==> src/rtl/seq_det_pkg.sv <==
// Shared definitions for the serial pattern detector family: limits, mode
// constants and a saturating increment used by counters in the FSM library.
package seq_det_pkg;

    localparam int PAT_LEN_MAX = 32;

    localparam int MODE_NONOVL = 0;
    localparam int MODE_OVL    = 1;

    // Returns value+1, but never exceeds limit.
    function automatic logic [31:0] sat_inc(input logic [31:0] value,
                                            input logic [31:0] limit);
        return (value >= limit) ? limit : value + 32'd1;
    endfunction

endpackage

==> src/rtl/seq_detect_param_if.sv <==
// Bus bundle for seq_detect_param: serial data, pattern reload, counter
// clear, plus the detect pulse and match counter coming back.
interface seq_detect_param_if #(
    parameter int PAT_LEN = 5,
    parameter int CNT_W   = 8
);
    logic               d;
    logic               d_vld;
    logic               cfg_we;
    logic [PAT_LEN-1:0] cfg_pat;
    logic               cnt_clr;
    logic               pd;
    logic [CNT_W-1:0]   match_cnt;
    logic               cnt_sat;

    modport master (
        output d, d_vld, cfg_we, cfg_pat, cnt_clr,
        input  pd, match_cnt, cnt_sat
    );

    modport slave (
        input  d, d_vld, cfg_we, cfg_pat, cnt_clr,
        output pd, match_cnt, cnt_sat
    );

endinterface

==> src/rtl/sat_counter.sv <==
// Saturating up-counter with synchronous clear; sat is registered and is
// high exactly while the value sits at all-ones.
module sat_counter
    import seq_det_pkg::*;
#(
    parameter int WIDTH = 8
) (
    input  logic             clk,
    input  logic             rst,
    input  logic             clr,
    input  logic             inc,
    output logic [WIDTH-1:0] value,
    output logic             sat
);

    localparam logic [WIDTH-1:0] MAX_VAL = {WIDTH{1'b1}};

    logic [WIDTH-1:0] value_q, value_d;
    logic             sat_q, sat_d;

    always_comb begin
        value_d = value_q;
        if (clr) begin
            value_d = '0;
        end else if (inc) begin
            value_d = WIDTH'(sat_inc(32'(value_q), 32'(MAX_VAL)));
        end
        sat_d = (value_d == MAX_VAL);
    end

    always_ff @(posedge clk) begin
        if (rst) begin
            value_q <= '0;
            sat_q   <= 1'b0;
        end else begin
            value_q <= value_d;
            sat_q   <= sat_d;
        end
    end

    assign value = value_q;
    assign sat   = sat_q;

endmodule

==> src/rtl/seq_detect_param.sv <==
// Parametrised serial pattern detector: compares a sliding window of valid
// input bits against a reloadable pattern and counts completed matches.
module seq_detect_param
    import seq_det_pkg::*;
#(
    parameter int                 PAT_LEN = 5,
    parameter logic [PAT_LEN-1:0] PATTERN = 5'b00101,
    parameter int                 OVERLAP = MODE_NONOVL,
    parameter int                 CNT_W   = 8
) (
    input  logic              clk,
    input  logic              rst,
    seq_detect_param_if.slave bus
);

    if (PAT_LEN < 2 || PAT_LEN > PAT_LEN_MAX) begin : g_bad_len
        $error("seq_detect_param: PAT_LEN out of range");
    end

    localparam int                FILL_W    = $clog2(PAT_LEN);
    localparam logic [FILL_W-1:0] FILL_MAX  = FILL_W'(PAT_LEN - 1);
    localparam bit                KEEP_HIST = (OVERLAP == MODE_OVL);

    logic [PAT_LEN-1:0] pat_q, pat_d;
    logic [PAT_LEN-2:0] hist_q, hist_d;
    logic [FILL_W-1:0]  fill_q, fill_d;
    logic               pd_q, pd_d;

    logic [PAT_LEN-1:0] window;
    logic               match;
    logic [CNT_W-1:0]   cnt_value;
    logic               cnt_sat_w;

    // The whole window is compared at once, so any partial prefix is
    // recovered exactly without a hand-built fallback state graph.
    always_comb begin
        pat_d  = pat_q;
        hist_d = hist_q;
        fill_d = fill_q;
        window = {hist_q, bus.d};
        match  = bus.d_vld && !bus.cfg_we && (fill_q == FILL_MAX) &&
                 (window == pat_q);

        if (bus.cfg_we) begin
            pat_d  = bus.cfg_pat;
            hist_d = '0;
            fill_d = '0;
        end else if (bus.d_vld) begin
            if (match && !KEEP_HIST) begin
                hist_d = '0;
                fill_d = '0;
            end else begin
                hist_d = window[PAT_LEN-2:0];
                fill_d = FILL_W'(sat_inc(32'(fill_q), 32'(FILL_MAX)));
            end
        end

        pd_d = match;
    end

    always_ff @(posedge clk) begin
        if (rst) begin
            pat_q  <= PATTERN;
            hist_q <= '0;
            fill_q <= '0;
            pd_q   <= 1'b0;
        end else begin
            pat_q  <= pat_d;
            hist_q <= hist_d;
            fill_q <= fill_d;
            pd_q   <= pd_d;
        end
    end

    sat_counter #(
        .WIDTH (CNT_W)
    ) u_match_cnt (
        .clk   (clk),
        .rst   (rst),
        .clr   (bus.cnt_clr),
        .inc   (match),
        .value (cnt_value),
        .sat   (cnt_sat_w)
    );

    assign bus.pd        = pd_q;
    assign bus.match_cnt = cnt_value;
    assign bus.cnt_sat   = cnt_sat_w;

endmodule

==> src/flat_wrapper.sv <==
// flat-port wrapper written by rule: the top's interface ports become plain ports
module seq_detect_param_flat import seq_det_pkg::*;
#(
    parameter int                 PAT_LEN = 5,
    parameter logic [PAT_LEN-1:0] PATTERN = 5'b00101,
    parameter int                 OVERLAP = MODE_NONOVL,
    parameter int                 CNT_W   = 8
)
  (clk, rst, bus_d, bus_d_vld, bus_cfg_we, bus_cfg_pat, bus_cnt_clr, bus_pd, bus_match_cnt, bus_cnt_sat);
  seq_detect_param_if #(.PAT_LEN(PAT_LEN), .CNT_W(CNT_W)) bus_i ();
  input  logic clk;
  input  logic rst;
  input wire logic [$bits(bus_i.d)-1:0] bus_d;
  input wire logic [$bits(bus_i.d_vld)-1:0] bus_d_vld;
  input wire logic [$bits(bus_i.cfg_we)-1:0] bus_cfg_we;
  input wire logic [$bits(bus_i.cfg_pat)-1:0] bus_cfg_pat;
  input wire logic [$bits(bus_i.cnt_clr)-1:0] bus_cnt_clr;
  output wire logic [$bits(bus_i.pd)-1:0] bus_pd;
  output wire logic [$bits(bus_i.match_cnt)-1:0] bus_match_cnt;
  output wire logic [$bits(bus_i.cnt_sat)-1:0] bus_cnt_sat;
  assign bus_i.d = bus_d;
  assign bus_i.d_vld = bus_d_vld;
  assign bus_i.cfg_we = bus_cfg_we;
  assign bus_i.cfg_pat = bus_cfg_pat;
  assign bus_i.cnt_clr = bus_cnt_clr;
  assign bus_pd = bus_i.pd;
  assign bus_match_cnt = bus_i.match_cnt;
  assign bus_cnt_sat = bus_i.cnt_sat;
  seq_detect_param #(.PAT_LEN(PAT_LEN), .PATTERN(PATTERN), .OVERLAP(OVERLAP), .CNT_W(CNT_W)) u_core (.clk(clk), .rst(rst), .bus(bus_i));
endmodule
==> config.mk <==
export PLATFORM = sky130hd
export DESIGN_NAME = seq_detect_param_flat
export DESIGN_NICKNAME = d
export VERILOG_FILES = /design/src/rtl/seq_det_pkg.sv /design/src/rtl/seq_detect_param_if.sv /design/src/rtl/sat_counter.sv /design/src/rtl/seq_detect_param.sv /design/src/flat_wrapper.sv
export SDC_FILE = /design/constraint.sdc
export NUM_CORES = 1
export LEC_CHECK = 0
export CELL_PAD_IN_SITES_DETAIL_PLACEMENT = 0
export CELL_PAD_IN_SITES_GLOBAL_PLACEMENT = 1
export CORE_UTILIZATION = 34
export DETAILED_ROUTE_END_ITERATION = 7
export GPL_TIMING_DRIVEN = 1
export PLACE_DENSITY_LB_ADDON = 0.1
export SYNTH_ARGS = -nofsm -noshare
export SYNTH_HDL_FRONTEND = slang
export SYNTH_SLANG_ARGS = --single-unit
==> constraint.sdc <==
create_clock -name clk -period 1.7 [get_ports clk]
set_clock_uncertainty 0.1 [all_clocks]
set_input_delay 0.51 -clock clk [delete_from_list [all_inputs] [get_ports clk]]
set_output_delay 0.51 -clock clk [all_outputs]
set_load 0.1 [all_outputs]
==> impl_metrics.py, run 1 <==
metrics = {
    "run_status": {
        "outcome": "finished with violations",
        "failed_checks": "DRC, setup timing",
    },
    "global_route": {
        "global_route.overflow_total": 0,
        "vias_in_the_first_global_route": 1012,
        "grt_first_pass_wirelength_um": 4300,
        "grt_max_degree": 15,
        "antenna_found_initial": 0,
        "track_usage_pct": 16.6,
    },
    "critical_path": {
        "crit_fanout": 7,
        "crit_path_end_kind": "flip-flop",
        "worstPathRequired_ns": 1.82,
        "timing.setup.critical_path_class": "flip-flop to flip-flop",
        "reg2reg_from": "u_core.fill_q[1]",
        "timing.critical_path.from_type": "flip-flop",
        "rr_endpoint": "u_core.u_match_cnt.value[1]",
        "critPathArrivalTime_ns": 1.89,
        "timing.reg2reg.setup_slack_ns": -0.07,
        "r2r.worst_path.cells": 8,
    },
    "yosys": {
        "synth_top_cells_by_count": "sky130_fd_sc_hd__dfxtp_1 (22), sky130_fd_sc_hd__nor2_1 (12), sky130_fd_sc_hd__nor3_1 (9)",
        "syn-instance-count": 116,
        "async_reset_ff_share_pct": 0,
        "synth_top_area_cell": "sky130_fd_sc_hd__dfxtp_1",
        "synth.avg_cell_area_um2": 9.15,
        "syn_area_mm2": 0.00106,
        "netlist-cell-type-count": 36,
        "yosys.area.top_type_share_pct": 41.5,
        "synthTopCellsByArea": "sky130_fd_sc_hd__dfxtp_1 (42%), sky130_fd_sc_hd__mux2i_1 (4.7%), sky130_fd_sc_hd__nor3_1 (4.2%)",
        "number_of_enable_flip_flop_cells_after_synthesis": 0,
        "synthMostInstantiatedCell": "sky130_fd_sc_hd__dfxtp_1",
        "ys.flop_type": "sky130_fd_sc_hd__dfxtp_1",
        "syn-num-nets": 130,
        "ys.warnings.count": 0,
        "yosys_register_bits": 22,
        "sequential_fraction_of_the_synthesis_area_pct": 41.5,
    },
    "sta": {
        "hold_violations_final": 0,
        "rsz0062_at_grt": "true",
        "timing.final.ws_setup_ns": -0.0672,
        "holdWs_ns": 0.421,
        "slew-limit-headroom_pct": 81.7,
        "post-route-min-period_ns": 1.77,
        "finalCritPeriodShare_pct": 104,
        "worst-slew-pin-transition_ns": 0.273,
        "setup_viol": 5,
        "drv_slew": 0,
        "fmax_mhz": 566,
    },
    "clock_tree": {
        "cts_max_path_buffers": 2,
        "numCtsBuffers": 3,
        "clk-insertion-delay-late_ns": 0.30,
        "clock_tree.htree_level_count": 1,
        "root_buffer": "sky130_fd_sc_hd__clkbuf_4",
        "cts_tree": "done",
        "clock_sinks": 22,
        "clkTransAtPathRegs_ns": 0.12,
    },
    "finish": {
        "syn_to_final_growth_pct": 61.2,
        "antenna-diode-count": 0,
        "multiInputGateArea_um2": 731,
        "sequential_cell_area_um2": 473,
        "utilization_pct": 60.0,
        "final_layout_size_suffix_gt1_share_pct": 46.1,
        "filler_cell_count": 260,
        "final_cell_count_no_fill": 183,
        "nNetsFinal": 167,
    },
    "power": {
        "max-vdd-ir-drop_v": 0.000272,
        "total_leakage_power_nw": 0.606,
        "powerDensity_mw_per_mm2": 536,
        "power.total_mw": 0.917,
    },
    "detailed_routing": {
        "route.final.wire_length_um": 2610,
        "drc_errors": 1,
        "vias_per_cell": 5.51,
        "drt-wirelength-per-cell_um": 14.2,
        "antenna_left": 0,
        "detail_route.iter0.violations": 21,
        "vias": 1008,
        "first_pass_iters": 6,
    },
    "job": {
        "cap_violations": 0,
    },
    "floorplanning": {
        "io-pin-count": 21,
        "std_cell_rows": 19,
        "die-height_um": 57.9,
        "fp.dieW_um": 57.9,
        "design.die.area_mm2": 0.00335,
        "core_area_mm2": 0.00285,
        "floorplan.initialDensity_pct": 37.2,
    },
    "hold_path": {
        "worst_hold_path.num_cells": 1,
        "hold_end": "u_core.u_match_cnt.value[0]",
        "min-delay-start": "u_core.u_match_cnt.value[0]",
        "hold_path.class": "flip-flop to flip-flop",
    },
    "placement": {
        "dp_hpwl_um": 1900,
        "port_buffers": 20,
        "post-place-cells": 176,
        "place.gp.congestion": 0.816,
    },
}
## cell type report
type	count	area share (%)
Inverter	3	0.658
Sequential cell	22	27.7
Tap cell	31	2.27
Multi-Input combinational cell	87	42.7
Timing Repair Buffer	36	24.6
Clock buffer	4	2.12
## metrics by stage
stage	TNS, ns	worst slack [ns]	area, µm²
floorplan	0	0.0164	1110
global placement	-6.21	-0.483	1530
detailed placement	-6.53	-0.519	1530
CTS	-0.137	-0.0476	1620
global route	-1.10	-0.200	1710
finish	-0.137	-0.0672	1710
## critical path, cell delays in order (launching register included)
cell                       delay (ns)
sky130_fd_sc_hd__dfxtp_2         0.35
sky130_fd_sc_hd__inv_2           0.07
sky130_fd_sc_hd__ha_4            0.12
sky130_fd_sc_hd__and4b_1         0.21
sky130_fd_sc_hd__nand4_1         0.22
sky130_fd_sc_hd__nor2_4          0.26
sky130_fd_sc_hd__buf_4           0.16
sky130_fd_sc_hd__nor2_2          0.04
sky130_fd_sc_hd__a211oi_2        0.16
## registers in the layout (all words and copies together) (netlist names)
name,count
u_core.pat_q,5
u_core.u_match_cnt.value,8
u_core.u_match_cnt.sat,1
u_core.fill_q,3
u_core.bus.pd,1
u_core.hist_q,4
## cells in the final DEF (no fill, tap or decap), types with 2 or more instances in the layout
cell / instances
sky130_fd_sc_hd__a211o_1: 2
sky130_fd_sc_hd__a211oi_1: 3
sky130_fd_sc_hd__a211oi_2: 2
sky130_fd_sc_hd__a21oi_1: 2
sky130_fd_sc_hd__a21oi_2: 3
sky130_fd_sc_hd__a31oi_1: 2
sky130_fd_sc_hd__a31oi_4: 2
sky130_fd_sc_hd__buf_12: 10
sky130_fd_sc_hd__buf_4: 15
sky130_fd_sc_hd__clkbuf_4: 3
sky130_fd_sc_hd__clkdlybuf4s50_1: 7
sky130_fd_sc_hd__dfxtp_1: 12
sky130_fd_sc_hd__dfxtp_2: 2
sky130_fd_sc_hd__dfxtp_4: 8
sky130_fd_sc_hd__dlygate4sd2_1: 3
sky130_fd_sc_hd__ha_4: 2
sky130_fd_sc_hd__inv_2: 2
sky130_fd_sc_hd__mux2i_1: 5
sky130_fd_sc_hd__nand2_1: 5
sky130_fd_sc_hd__nand4_1: 4
sky130_fd_sc_hd__nor2_1: 10
sky130_fd_sc_hd__nor2_2: 2
sky130_fd_sc_hd__nor2b_1: 7
sky130_fd_sc_hd__nor3_1: 5
sky130_fd_sc_hd__nor3_2: 5
sky130_fd_sc_hd__xnor2_1: 4
## cells by family after synthesis
kind of cell	after synthesis	share of synthesized area, %
XOR/XNOR	5	4.13
multiplexers	5	4.72
AND/OR/NAND/NOR	53	29.5
AO/OA/AOI/OAI	21	14.0
buffers and inverters	7	2.59
adder cells (fa/ha/maj)	3	3.54
flip-flops	22	41.5
## repair_timing
item,CTS,global route
hold buffers,0,0
setup buffers,2,1
pin swaps,10,8
endpoints found under the setup margin,14,14
gates resized for setup,14,13
## routing by layer
metal | wire, µm | global-route usage (%) | part of all wire, %
met5 | 0 | 0 | 0
met4 | 46 | 9.86 | 1.8
met3 | 71 | 2.01 | 2.7
met2 | 1370 | 29.2 | 52
met1 | 1120 | 19.2 | 43
## power breakdown
| part | switching (mW) | internal [mW] | total, mW |
|---|---|---|---|
| logic | 0.0486 | 0.0582 | 0.107 |
| registers | 0.00797 | 0.513 | 0.521 |
| clock network | 0.158 | 0.131 | 0.289 |
| total | 0.215 | 0.702 | 0.917 |
## worst max path at each step
| stage | from | to | slack, ns | cells after the start |
|---|---|---|---|---|
| after floorplan | bus_cfg_we | u_core.u_match_cnt.sat | 0.02 | 5 |
| after global placement | bus_d_vld | u_core.u_match_cnt.value[7] | -0.48 | 6 |
| after detailed placement | bus_d_vld | u_core.u_match_cnt.sat | -0.52 | 6 |
| after CTS | u_core.fill_q[1] | u_core.u_match_cnt.sat | -0.05 | 7 |
| after global routing | u_core.fill_q[0] | u_core.u_match_cnt.value[1] | -0.20 | 8 |
| final | u_core.fill_q[1] | u_core.u_match_cnt.value[1] | -0.07 | 8 |
No activity file was read; power rests on OpenSTA's default activity.
==> run 2, diff against run 1 <==
--- a/config.mk
+++ b/config.mk
@@ -11,6 +11,7 @@
 export DETAILED_ROUTE_END_ITERATION = 7
 export GPL_TIMING_DRIVEN = 1
 export PLACE_DENSITY_LB_ADDON = 0.1
+export SLEW_MARGIN = 20
 export SYNTH_ARGS = -nofsm -noshare
 export SYNTH_HDL_FRONTEND = slang
 export SYNTH_SLANG_ARGS = --single-unit
==> results of run 2 <==
The final DEF is identical to that of run 1; final timing and power are the same.
==> run 3, diff against run 2 <==
--- a/config.mk
+++ b/config.mk
@@ -8,6 +8,7 @@
 export CELL_PAD_IN_SITES_DETAIL_PLACEMENT = 0
 export CELL_PAD_IN_SITES_GLOBAL_PLACEMENT = 1
 export CORE_UTILIZATION = 34
+export CTS_CLUSTER_DIAMETER = 40
 export DETAILED_ROUTE_END_ITERATION = 7
 export GPL_TIMING_DRIVEN = 1
 export PLACE_DENSITY_LB_ADDON = 0.1
==> results of run 3 <==
The final DEF is identical to that of run 1; final timing and power are the same.
